$ cat src/rtl/fifo_ctrl.sv
// Control half of an 8-entry FIFO: pointers, occupancy, status flags and the
// register-file handshake. Define FIFO_CTRL_ALMOST_EN to add almost_full/almost_empty.
module fifo_ctrl #(
   parameter int DATA_W = 32,
   parameter int ADDR_W = 3,
   parameter int DEPTH  = 8
) (
   input  logic              clk,
   input  logic              reset,
   input  logic              wr_en,
   input  logic              rd_en,
   input  logic [DATA_W-1:0] din,
   input  logic [DATA_W-1:0] rf_rData,
   output logic              rf_we,
   output logic [ADDR_W-1:0] rf_wAddr,
   output logic [DATA_W-1:0] rf_wData,
   output logic [ADDR_W-1:0] rf_rAddr,
   output logic [DATA_W-1:0] dout,
   output logic              full,
   output logic              empty,
   output logic              wr_ack,
   output logic              wr_err,
   output logic              rd_ack,
   output logic              rd_err,
`ifdef FIFO_CTRL_ALMOST_EN
   output logic              almost_full,
   output logic              almost_empty,
`endif
   output logic [ADDR_W:0]   data_count
);

   localparam logic [ADDR_W:0]   CNT_ONE  = (ADDR_W+1)'(1);
   localparam logic [ADDR_W:0]   FULL_CNT = (ADDR_W+1)'(DEPTH);
   localparam logic [ADDR_W-1:0] PTR_ONE  = ADDR_W'(1);

   typedef enum logic [2:0] {
      IDLE, WRITE, READ, WR_RD, WR_ERR, RD_ERR, WR_ERR_RD, WR_RD_ERR
   } state_t;

   state_t            state, state_nxt;
   logic [ADDR_W-1:0] head, tail;
   logic              push_ok, pop_ok;

   assign full     = (data_count == FULL_CNT);
   assign empty    = (data_count == '0);
   assign push_ok  = wr_en & ~full;
   assign pop_ok   = rd_en & ~empty;

   assign rf_we    = push_ok & ~reset;
   assign rf_wAddr = tail;
   assign rf_wData = din;
   assign rf_rAddr = head;

`ifdef FIFO_CTRL_ALMOST_EN
   assign almost_full  = (data_count >= FULL_CNT - CNT_ONE);
   assign almost_empty = (data_count <= CNT_ONE);
`endif

   // Full and empty are never both true, so each request pair maps to exactly one state.
   always_comb begin
      // NOTE: default assignment first so no path leaves state_nxt unassigned (no latch).
      state_nxt = IDLE;
      case ({wr_en, rd_en})
         2'b10:   state_nxt = full  ? WR_ERR : WRITE;
         2'b01:   state_nxt = empty ? RD_ERR : READ;
         2'b11:   state_nxt = full  ? WR_ERR_RD : (empty ? WR_RD_ERR : WR_RD);
         default: state_nxt = IDLE;
      endcase
   end

   // NOTE: sequential state uses non-blocking assignments so every flop samples pre-edge values.
   always_ff @(posedge clk) begin
      if (reset) begin
         // NOTE: only control state is reset; the register file keeps its contents, which are
         // unreachable once head == tail and the count is zero.
         head       <= '0;
         tail       <= '0;
         data_count <= '0;
         dout       <= '0;
         state      <= IDLE;
      end else begin
         state <= state_nxt;
         if (push_ok) tail <= tail + PTR_ONE;
         if (pop_ok) begin
            head <= head + PTR_ONE;
            dout <= rf_rData;
         end
         case ({push_ok, pop_ok})
            2'b10:   data_count <= data_count + CNT_ONE;
            2'b01:   data_count <= data_count - CNT_ONE;
            default: data_count <= data_count;
         endcase
      end
   end

   assign wr_ack = (state == WRITE)  || (state == WR_RD)     || (state == WR_RD_ERR);
   assign wr_err = (state == WR_ERR) || (state == WR_ERR_RD);
   assign rd_ack = (state == READ)   || (state == WR_RD)     || (state == WR_ERR_RD);
   assign rd_err = (state == RD_ERR) || (state == WR_RD_ERR);

endmodule
$ cat config.mk
export PLATFORM = sky130hd
export DESIGN_NAME = fifo_ctrl
export DESIGN_NICKNAME = d
export VERILOG_FILES = /design/src/rtl/fifo_ctrl.sv
export SDC_FILE = /design/constraint.sdc
export NUM_CORES = 1
export LEC_CHECK = 0
export ABC_CLOCK_PERIOD_IN_PS = 3500
export BUFFER_PORTS_ARGS = -buffer_cell sky130_fd_sc_hd__buf_2
export CORE_MARGIN = 2
export CORE_UTILIZATION = 40
export CTS_CLUSTER_DIAMETER = 100
export DETAILED_ROUTE_END_ITERATION = 7
export HOLD_SLACK_MARGIN = 0.12
export PLACE_DENSITY = 0.87
export SYNTH_ARGS = -nofsm -noshare
export SYNTH_HDL_FRONTEND = slang
export SYNTH_SLANG_ARGS = --single-unit
$ cat constraint.sdc
create_clock -name clk -period 3.5 [get_ports clk]
set_input_delay 0.175 -clock clk [delete_from_list [all_inputs] [get_ports clk]]
set_output_delay 0.175 -clock clk [all_outputs]
set_load 0.03 [all_outputs]
# [Word-level counts from Yosys, hierarchy flattened]
# Cells that the tools add are included.
[op_classes] n_addsub=4 n_eq_ne=13 n_mux=6 bitwise=6 reduce_logical=8
[op_table] op="$eq A3 B3 Y1 const B" count=4
[op_table] op="$mux W3" count=4
[op_table] op="$pmux W3 S3" count=1
[op_table] op="$pmux W4 S2" count=1
[op_table] op="$add A3 B1 Y3 const B" count=2
[op_table] op="$eq A2 B2 Y1 const B" count=3
[op_table] op="$eq A3 B2 Y1 const B" count=2
[op_table] op="$logic_or A1 B1 Y1" count=6
[op_table] op="$add A4 B1 Y4 const B" count=1
[op_table] op="$eq A2 B1 Y1 const B" count=2
[op_table] op="$eq A4 B4 Y1 const B" count=1
[op_table] op="$logic_not A4 Y1" count=1
[op_table] op="$sub A4 B1 Y4 const B" count=1
[op_table] op="$and A1 B1 Y1" count=3
[op_table] op="$eq A3 B1 Y1 const B" count=1
[op_table] op="$not A1 Y1" count=3
[op_table] op="$reduce_bool A2 Y1" count=1
[totals] regBits=45 input_bits=68 wordCells=42

# [Depth between registers and ports, before layout]
[depth] word_depth=5 ltp_mapped=12

# [Least setup slack after synthesis]
# No wires, ideal clock.
[synth_timing] path_kind="reg-to-reg" start="register data_count[1]" end="register data_count[3]" setup_time_ns=0.121 arrival_ns=2.649 t_required_ns=3.379 slack_ns=0.730 path_stages_with_launch=10 n_path_buf=2 path_cell_list="dfxtp_1 -> buf_2 -> or3_4 -> o21ai_4 -> inv_2 -> buf_2 -> ha_1 -> or3_1 -> o32ai_1 -> mux2_2"
[synth_via] elab_chain_len=5
[synth_lines] item="start: declaration" line="29" source="output logic [ADDR_W:0] data_count"
[synth_lines] item="start signal: assignment" line="89" source="2'b10: data_count <= data_count + CNT_ONE;"
[synth_lines] item="start signal: assignment" line="90" source="2'b01: data_count <= data_count - CNT_ONE;"
[synth_lines] item="start signal: assignment" line="91" source="default: data_count <= data_count;"
[synth_lines] item="$logic_not A4 Y1 (*)" line="45" source="assign empty = (data_count == '0);"
[synth_lines] item="$not A1 Y1 (*)" line="47" source="assign pop_ok = rd_en & ~empty;"
[synth_lines] item="$and A1 B1 Y1 (*)" line="47"
[synth_lines] item="named net pop_ok" line="42" source="logic push_ok, pop_ok;"
[synth_lines] item="$eq A2 B1 Y1 / $eq A2 B2 Y1 (equally long branches)" line="88" source="case ({push_ok, pop_ok})"
[synth_lines] item="$pmux W4 S2 / $reduce_bool A2 Y1 (equally long branches)"
# Mark *: on every way through the listed nets, which the timed path passes. The rest lies on a longest branch.
# A chain may end at the register's enable or synchronous reset.

# [Worst setup path after layout]
[layout_timing] start="register data_count[0]" end="register data_count[3]"
[layout_via] elab_chain_len=5
[layout_lines] item="$eq A4 B4 Y1 / $logic_not A4 Y1 (equally long branches)" line="44, 45"
[layout_lines] item="$not A1 Y1, on equally long branches" line="46, 47"
[layout_lines] item="$and A1 B1 Y1, on equally long branches" line="46, 47"
[layout_lines] item="$eq A2 B1 Y1 / $eq A2 B2 Y1 (equally long branches)" line="88"
[layout_lines] item="$pmux W4 S2 / $reduce_bool A2 Y1 (equally long branches)"
# Parallel ways exist; a longest one is shown, timed or not.

==> summary.txt <==
status = finished clean
die area = 5620 µm²
class of the worst hold path = primary input to flip-flop
post-synthesis mux area share = 1.55%
final hold vios = 0
worst ir drop on vdd = 496 µV
total CTS buffers = 5
initial antenna violation count = 0
Critical Path End Type = flip-flop
Fillers = 449
Leak Pwr = 1.24 nW
Initial Utilization = 42.1%
CTS Root Cell = clkbuf_8
Area Growth Syn to Fin = 31.1%
Setup Buffers After CTS = 0
Yosys top cell by area = dfxtp_1
share of the synthesized area in the top cell type = 44.7%
compound-gate portion of the synthesized area = 11.6%
Max Freq = 0.364 GHz
Post-synth EDFFs = 0
clk_skew = 0.00586 ns
CTS tree = built
Final Setup Violations = 0
DPL Wire Length = 2850 µm
Syn Inst Count = 247
clock slew at reported path FFs = 0.09 ns
number of synthesized register bits = 45
vias in the first global route = 1686
async set-reset flop share out of synthesis = 0%
Adder-Cell Fraction of Synth Area = 3.11%
worst path arrival time = 2.93 ns
pin count of the biggest net entering global routing = 48
XOR/XNOR share of the synthesized area = 3.05%
Core Region = 4790 µm²
main combinational cell family by area after synthesis = simple AND/OR/NAND/NOR gates
first-pass GRT wire length = 7330 µm
Via-to-Cell Ratio = 4.62
sequential fraction of the synthesis area = 44.7%
CP startpoint kind = flip-flop
final core occ = 55.1%
Max Transition Viols Final = 0
All-Layer GR Usage = 16.9%
Data required, critical path = 3.68 ns
row count = 25
CTS max path bufs = 2
PD cells = 814 nW/µm²
synth top area cells = dfxtp_1 45%, buf_4 13%, nand2_1 13%
Avg WL per Cell = 12.2 µm
max cap viols = 0
CTS H-tree lvls = 2
Sink Count = 45
mapped cell area = 2010 µm²
DRT antenna net count = 0
Placer Congestion = 0.745
1st-pass router iterations = 4
via count = 1812
final wirelength = 4770 µm
worst skew pair latency = 0.29 ns
fin crit share = 78.5%
RSZ-0062 raised after global routing = no
area fraction in and, or, nand and nor cells after synthesis = 20.1%
Synth cell types = 28
measured slew at the worst slew-check pin = 0.813 ns
Slew headroom = 45.8%
minimum clock period = 2.75 ns
layout cells sized above 1 = 29.8%
Crit Path Class = flip-flop to flip-flop
PortBufs = 84
Post-Syn Nets = 320
Yosys warning total = 0
io pins = 149
grt ovf = 0
Die Span Y = 74.9 µm
Synth Area per Inst = 8.15 µm²
DRT iter0 DRCs = 94
Setup Total Neg Slack = 0 ns
n_diodes = 0
Crit Path Max Fanout = 37
DRC = 0
Die W = 74.9 µm
Primary FF master, synth = dfxtp_1
Final #Nets = 397
-- state kept, by name, indices dropped and copies added (netlist names) --
register / cells
data_count: 4
rf_wAddr: 3
rf_rAddr: 3
state: 3
dout: 32
-- metal layers --
metal | up-vias | global-route usage [%] | wire length [µm]
li1 | 915 | - | -
met3 | 20 | 5.76 | 341
met4 | 0 | 7.14 | 136
met1 | 809 | 17.5 | 1860
met5 | - | 0 | 0
met2 | 68 | 31.0 | 2430
-- report_power, final --
group,total (mW),switching (mW),internal [mW]
Clock,0.406,0.174,0.232
Combinational,0.997,0.674,0.323
Sequential,0.745,0.0971,0.648
Total,2.15,0.945,1.20
-- placed cells by master (no fill, tap or decap), types with 2 or more instances in the layout --
cell type and n:
ha_1 5, or3_1 2, clkbuf_8 6, buf_2 84, xor2_1 6, nor2_1 10
inv_1 2, mux2i_1 2, nor3_1 4, dlygate4sd3_1 30, nand2_1 69, dfxtp_1 45
a21oi_1 38, nand3_1 2, nor2b_1 5
-- cell families (layout without fill, tap and decap cells) --
kind of cell	Yosys count	count (layout)
AOI/OAI and AO/OA	43	43
xor gates and xnor gates	7	7
adders and majority gates	5	5
buffers and inverters	48	126
DFF	45	45
muxes	3	3
and+or+nand+nor	96	96
-- critical path, stage by stage (launching register included) --
cell and delay [ns]:
dfxtp_1 0.39, or3_4 0.45, o21ai_4 0.14, inv_2 0.26, ha_1 0.47, or3_1 0.41, o32ai_1 0.15, mux2_2 0.36
-- stage by stage --
step	hold slack (ns)	std cells	total power, mW	area (µm²)	setup WS [ns]
floorplan	0.311	247	1.56	2010	0.730
global placement	0.350	354	1.69	2220	0.853
detailed placement	0.350	354	1.73	2220	0.751
CTS	0.121	392	2.17	2640	0.727
global route	0.124	392	2.29	2640	0.608
finish	0.132	392	2.15	2640	0.754
-- repair_timing --
action                     4_1_cts  5_1_grt
setup endpoints to repair        0        0
gates resized for setup          0        0
hold buffers                    30        0
hold endpoints to repair        30        0
-- worst paths after layout --
path | depth (start not counted) | to | slack (ns) | from
worst min register to register | 2 | dout[13] | 0.45 | dout[13]
worst max register to register | 7 | data_count[3] | 0.75 | data_count[0]
worst min-delay path | 3 | dout[7] | 0.13 | rf_rData[7]
worst max-delay path | 7 | data_count[3] | 0.75 | data_count[0]
-- cell type report --
cell class	instances	area, µm²	share of cell area [%]
well taps	67	83.8	3.18
repair buffers	115	728	27.6
flip-flops and latches	45	901	34.1
clock inverters	2	37.5	1.42
clock buffers	6	82.6	3.13
inverters	3	11.3	0.427
multi-input cells	154	795	30.1
-- cell usage after synthesis (4+ instances only) --
cell      instances
nand2_1          69
a21oi_1          38
nor2b_1           5
buf_4            35
clkbuf_1          4
buf_2             5
nor3_1            4
nor2_1           10
ha_1              5
xor2_1            6
dfxtp_1          45
Note: power is estimated with default switching activity, not from simulation.
